<file path="config.mk">
export PLATFORM = sky130hd
export DESIGN_NAME = fsic_clkdiv_gen
export DESIGN_NICKNAME = d
export VERILOG_FILES = /design/src/rtl/fsic_clk_pkg.sv /design/src/rtl/fsic_clkdiv_ch.sv /design/src/rtl/fsic_clkdiv_gen.sv
export SDC_FILE = /design/constraint.sdc
export NUM_CORES = 1
export LEC_CHECK = 0
export CORE_UTILIZATION = 50
export CTS_CLUSTER_SIZE = 24
export DETAILED_ROUTE_END_ITERATION = 10
export GPL_ROUTABILITY_DRIVEN = 1
export PLACE_DENSITY_LB_ADDON = 0.25
export RECOVER_POWER = 50
export SLEW_MARGIN = 30
export SYNTH_ARGS = -nofsm -noshare
export SYNTH_HDL_FRONTEND = slang
export SYNTH_SLANG_ARGS = --single-unit
</file>
<file path="constraint.sdc">
create_clock -name ioclk -period 6.4 [get_ports ioclk]
set_input_delay 1.28 -clock ioclk [delete_from_list [all_inputs] [get_ports ioclk]]
set_output_delay 1.28 -clock ioclk [all_outputs]
set_load 0.01 [all_outputs]
</file>
<file path="src/rtl/fsic_clk_pkg.sv">
// Shared definitions for the FSIC clock divider: config FSM encoding,
// the widest supported ratio field and the divided-clock high-phase helper.
package fsic_clk_pkg;

  localparam int DIV_W_MAX = 8;

  localparam logic [1:0] ST_IDLE  = 2'd0;
  localparam logic [1:0] ST_CHECK = 2'd1;
  localparam logic [1:0] ST_PEND  = 2'd2;

  // Number of high cycles in one divided period: odd ratios get the extra cycle.
  function automatic logic [DIV_W_MAX-1:0] ceil_half(input logic [DIV_W_MAX-1:0] ratio);
    logic [DIV_W_MAX:0] w_sum;
    w_sum = {1'b0, ratio} + {{DIV_W_MAX{1'b0}}, 1'b1};
    return w_sum[DIV_W_MAX:1];
  endfunction

endpackage

</file>
<file path="src/rtl/fsic_clkdiv_ch.sv">
// One divider channel: free-running modulo counter with registered divided
// clock and period-start strobe, plus a load port used for glitch-free ratio swaps.
module fsic_clkdiv_ch
  import fsic_clk_pkg::*;
#(
  parameter int pDIV_WIDTH = 4,
  parameter int pDEF_RATIO = 4
) (
  input  logic                  ioclk,
  input  logic                  resetb,
  input  logic                  i_run,
  input  logic                  i_load,
  input  logic [pDIV_WIDTH-1:0] i_ratio,
  output logic                  o_div,
  output logic                  o_ce,
  output logic                  o_tc,
  output logic                  o_zero,
  output logic [pDIV_WIDTH-1:0] o_ratio
);

  logic [pDIV_WIDTH-1:0] r_cnt;
  logic [pDIV_WIDTH-1:0] r_ratio;
  logic                  r_div;
  logic                  r_ce;
  logic [DIV_W_MAX-1:0]  w_cnt_ext;
  logic [DIV_W_MAX-1:0]  w_half;

  assign w_cnt_ext = DIV_W_MAX'(r_cnt);
  assign w_half    = ceil_half(DIV_W_MAX'(r_ratio));
  assign o_tc      = (r_cnt == (r_ratio - pDIV_WIDTH'(1)));
  assign o_zero    = (r_cnt == '0);
  assign o_div     = r_div;
  assign o_ce      = r_ce;
  assign o_ratio   = r_ratio;

  // A load restarts the count so the new ratio begins on a fresh period.
  always_ff @(posedge ioclk) begin
    if (!resetb) begin
      r_cnt   <= '0;
      r_ratio <= pDIV_WIDTH'(pDEF_RATIO);
    end else begin
      if (i_load) begin
        r_ratio <= i_ratio;
      end
      if (!i_run || i_load || o_tc) begin
        r_cnt <= '0;
      end else begin
        r_cnt <= r_cnt + pDIV_WIDTH'(1);
      end
    end
  end

  always_ff @(posedge ioclk) begin
    if (!resetb || !i_run) begin
      r_div <= 1'b0;
      r_ce  <= 1'b0;
    end else begin
      r_div <= (w_cnt_ext < w_half);
      r_ce  <= o_zero;
    end
  end

endmodule

</file>
<file path="src/rtl/fsic_clkdiv_gen.sv">
// Multi-channel clock divider at the FSIC clock root. Ratio updates go through
// a req/ack handshake and are applied to all channels together at a safe boundary.
module fsic_clkdiv_gen
  import fsic_clk_pkg::*;
#(
  parameter int pNUM_CH    = 2,
  parameter int pDIV_WIDTH = 4,
  parameter int pDEF_RATIO = 4,
  parameter int pTMO_WIDTH = 8
) (
  input  logic                            ioclk,
  input  logic                            resetb,
  input  logic                            enable,
  input  logic [pNUM_CH*pDIV_WIDTH-1:0]   cfg_ratio,
  input  logic                            cfg_req,
  output logic                            cfg_ack,
  output logic                            cfg_err,
  output logic [pNUM_CH-1:0]              div_out,
  output logic [pNUM_CH-1:0]              div_ce,
  output logic                            phase_sync,
  output logic [pNUM_CH*pDIV_WIDTH-1:0]   ratio_cur
);

  localparam logic [pTMO_WIDTH-1:0] TMO_MAX = '1;

  logic [1:0]                      r_state;
  logic [pNUM_CH*pDIV_WIDTH-1:0]   r_shadow;
  logic [pTMO_WIDTH-1:0]           r_tmo;
  logic                            r_ack;
  logic                            r_err;
  logic                            r_sync;
  logic                            r_run;
  logic                            w_run;
  logic                            w_bad;
  logic                            w_apply;
  logic                            w_tmo_hit;
  logic [pTMO_WIDTH-1:0]           w_tmo_next;
  logic [pNUM_CH-1:0]              w_div;
  logic [pNUM_CH-1:0]              w_ce;
  logic [pNUM_CH-1:0]              w_tc;
  logic [pNUM_CH-1:0]              w_zero;
  logic [pNUM_CH*pDIV_WIDTH-1:0]   w_ratio;

  // Counters stay parked at 0 for the first enabled cycle so cnt=0 is seen right after enable.
  assign w_run      = enable && r_run;
  assign w_tmo_next = r_tmo + pTMO_WIDTH'(1);
  assign w_tmo_hit  = (w_tmo_next == TMO_MAX);
  assign w_apply    = (r_state == ST_PEND) && ((&w_tc) || !enable || w_tmo_hit);

  always_comb begin
    w_bad = 1'b0;
    for (int i = 0; i < pNUM_CH; i++) begin
      if (r_shadow[i*pDIV_WIDTH +: pDIV_WIDTH] == '0) begin
        w_bad = 1'b1;
      end
    end
  end

  always_ff @(posedge ioclk) begin
    if (!resetb) begin
      r_run  <= 1'b0;
      r_sync <= 1'b0;
    end else begin
      r_run  <= enable;
      r_sync <= w_run && (&w_zero);
    end
  end

  always_ff @(posedge ioclk) begin
    if (!resetb) begin
      r_state  <= ST_IDLE;
      r_shadow <= '0;
      r_tmo    <= '0;
      r_ack    <= 1'b0;
      r_err    <= 1'b0;
    end else begin
      r_ack <= 1'b0;
      r_err <= 1'b0;
      case (r_state)
        ST_IDLE: begin
          if (cfg_req) begin
            r_shadow <= cfg_ratio;
            r_state  <= ST_CHECK;
          end
        end
        ST_CHECK: begin
          if (w_bad) begin
            r_err   <= 1'b1;
            r_state <= ST_IDLE;
          end else begin
            r_tmo   <= '0;
            r_state <= ST_PEND;
          end
        end
        ST_PEND: begin
          if (w_apply) begin
            r_ack   <= 1'b1;
            r_state <= ST_IDLE;
          end else begin
            r_tmo <= w_tmo_next;
          end
        end
        default: r_state <= ST_IDLE;
      endcase
    end
  end

  for (genvar g = 0; g < pNUM_CH; g++) begin : g_ch
    fsic_clkdiv_ch #(
      .pDIV_WIDTH (pDIV_WIDTH),
      .pDEF_RATIO (pDEF_RATIO)
    ) u_ch (
      .ioclk   (ioclk),
      .resetb  (resetb),
      .i_run   (w_run),
      .i_load  (w_apply),
      .i_ratio (r_shadow[g*pDIV_WIDTH +: pDIV_WIDTH]),
      .o_div   (w_div[g]),
      .o_ce    (w_ce[g]),
      .o_tc    (w_tc[g]),
      .o_zero  (w_zero[g]),
      .o_ratio (w_ratio[g*pDIV_WIDTH +: pDIV_WIDTH])
    );
  end

  assign cfg_ack    = r_ack;
  assign cfg_err    = r_err;
  assign div_out    = w_div;
  assign div_ce     = w_ce;
  assign phase_sync = r_sync;
  assign ratio_cur  = w_ratio;

endmodule

</file>
==> reports/metrics.yaml <==
run_status:
  outcome: "complete, but fails checks"
  violations: "design-rule violations"
yosys:
  synth_top_area_share_pct: 35.2
  yosysWarnings: 0
  synth_edf_count: 0
  synth_seq_cells: 42
  synth_area_leaders: "dfxtp_1, ha_1, mux2i_1, nand2_1, xnor2_1"
  synth.avg_cell_area_sq_um: 8.87
  synth_area_sq_mm: 0.00239
  async_flop_share_pct: 0
  synthTopCellsByCount: "dfxtp_1, nand2_1, mux2i_1"
  synth_cell_types: 42
  syn-num-nets: 297
  synthCells: 269
  synth_ff_type: "dfxtp_1"
  ys_seq_area_share_pct: 35.2
  yosysTopAreaCell: "dfxtp_1"
  synth_most_common_cell: "dfxtp_1"
die:
  die_area_sq_mm: 0.00505
  die_w_um: 71.1
  start_util_pct: 53.3
  dieHeight_um: 71.1
  io-pin-count: 27
  num_rows: 24
  core_sq_mm: 0.00447
cells_and_area:
  diodes: 0
  area_delta_synth_final_pct: 14.1
  final_nets: 319
  drive_gt1_share_pct: 4.11
clock_network:
  htreeDepth: 2
  cts.clk_slew.worst_paths_ns: 0.08
  root_buffer: "clkbuf_8"
  clk_latency_ns: 0.29
  cts_inserted_buffers: 5
  cts_setup_buffers: 0
  cts_tree: "yes"
  cts-resized-gates: 0
  cts.path.max_buffers: 2
  clock-sinks: 42
  hold_buffers: 0
grt:
  grt_overflow: 0
  globalRouteTotalUtil_pct: 20.8
  grt_pass1_vias: 1739
  grt_max_degree: 24
  grt_pass1_wl_um: 8320
  antenna_found_initial: 0
power_and_ir_drop:
  p_int_mw: 0.373
  p_per_area_mw_per_mm2: 180
  p_sw_mw: 0.117
  power_frac_clock_pct: 36.4
  p_comb_share_pct: 8.1
  power_frac_seq_pct: 55.5
  totalPowerFinal_mw: 0.491
  p_leak_nw: 1.00
  switching_share_pct: 23.9
  vdd_drop_max_mv: 0.114
timing:
  finalSetupViolCount: 0
  worst_pin_slew_ns: 1.10
  skew_ns: 0.00499
  rsz0062_at_grt: "no"
  holdWs_ns: 0.484
  tns_ns: 0
  timing.final.crit_share_pct: 50.6
  slew_headroom_pct: 26.1
  fmax_ghz: 0.309
  slew_violations: 0
  finalHoldViolations: 0
  min_period_ns: 3.24
routing:
  top_layer_used: "met4"
  vias: 1976
  drt-wirelength-per-cell_um: 14.1
  drc: 2
  routed_wl_um: 4850
  dr.pass1.iters: 7
  via_per_inst: 5.74
  met3_length_um: 340
  first_iter_violations: 151
  wl_met2_um: 2200
  ant_nets: 0
  wl_met1_um: 2280
placement:
  numPortBuffers: 26
  place_congestion: 0.849
  dpl.hpwl_um: 3400
worst_setup_path:
  worstPathRequired_ns: 6.54
  worstSetupPathType: "input port to register"
  end_kind: "register"
  cp_data_arrival_time_ns: 3.38
  crit_chain: "dlygate4sd3_1 > clkinv_1 > nor2_1 > mux2i_1"
  startpoint_type: "input port"
  cp_num_buf_inv: 2
  slowest_delay_ns: 1.02
  critical_path.max_fanout: 23
  cp_top_family: "buffers and inverters"
  critPathSlowestCell: "dlygate4sd3_1"
flow_run:
  cap_violations: 0
hold_path:
  hold_class: "register to register"
-- path summary, 6_finish.rpt --
kind / startpoint / endpoint / slack [ns] / cells past startpoint
worst max-delay path: resetb / g_ch[0].u_ch.o_ratio[2] / 3.16 / 4
worst min-delay path: r_shadow[7] / g_ch[1].u_ch.o_ratio[3] / 0.48 / 2
worst max register to register: g_ch[0].u_ch.o_ratio[0] / g_ch[1].u_ch.o_ratio[0] / 3.25 / 7
worst min register to register: r_shadow[7] / g_ch[1].u_ch.o_ratio[3] / 0.48 / 2
-- flip-flops by register name, indices dropped and copies added (netlist names), 2 cells and up --
signal             count
g_ch.u_ch.o_div        2
r_state                2
g_ch.u_ch.o_ce         2
r_tmo                  8
g_ch.u_ch.r_cnt        8
g_ch.u_ch.o_ratio      8
r_shadow               8
-- cell families (layout without fill, tap and decap cells) --
kind of cell / count (synthesis) / count (layout) / share of synthesized area, %
AOI/OAI and AO/OA: 33 / 33 / 9.96
xor gates and xnor gates: 19 / 19 / 8.23
and+or+nand+nor: 118 / 118 / 25.7
adders and majority gates: 16 / 16 / 8.39
buffers and inverters: 23 / 46 / 4.88
DFF: 42 / 42 / 35.2
muxes: 18 / 18 / 7.55
-- through the flow --
step	util, %	worst slack (ns)	instance area [sq um]	cells
2_1_floorplan	-	4.18	2390	269
3_3_place_gp	59.2	2.95	2650	336
3_5_place_dp	59.2	2.92	2650	336
4_1_cts	61.3	3.25	2740	344
5_1_grt	60.8	2.95	2720	344
6_report	60.8	3.16	2720	344
-- area by class of cell --
class	instances	area, sq um
timing repair buffer	28	275
inverter	10	37.5
fill	374	1750
tap	52	65.1
clock buffer	6	82.6
sequential	42	841
multi-input combinational	204	1410
clock inverter	2	12.5
-- tightest hold or removal path: stages (launching register included) --
cell     delay (ns)
dfxtp_1        0.33
nand2_1        0.06
mux2i_1        0.06
-- cells in the final DEF (no fill, tap or decap), types with 4 or more instances in the layout --
cell / instances
dfxtp_1: 42
nand2_1: 31
mux2i_1: 18
nor2_1: 16
ha_1: 16
dlygate4sd3_1: 16
nand3_1: 14
nor3_1: 14
xnor2_1: 11
a31oi_1: 11
clkdlybuf4s50_1: 10
inv_1: 9
o21ai_0: 9
nand4_1: 8
xor2_1: 6
nor2b_1: 6
clkbuf_8: 6
and2_1: 5
nand2b_1: 4
nor3b_1: 4
nor4_1: 4
-- power groups by stage --
stage,Combinational (mW),Sequential (mW),Clock [mW]
finish,0.0397,0.272,0.178
detailed placement,0.0406,0.279,0
global route,0.0435,0.274,0.193
global placement,0.0402,0.279,0
CTS,0.0407,0.273,0.182
floorplan,0.0254,0.278,0
-- metal layers --
layer	up-vias	track usage [%]
met3	2	4.56
met1	907	30.1
met2	72	30.7
met5	-	0
met4	0	6.67
li1	995	-
No activity file was read; power rests on OpenSTA's default activity.
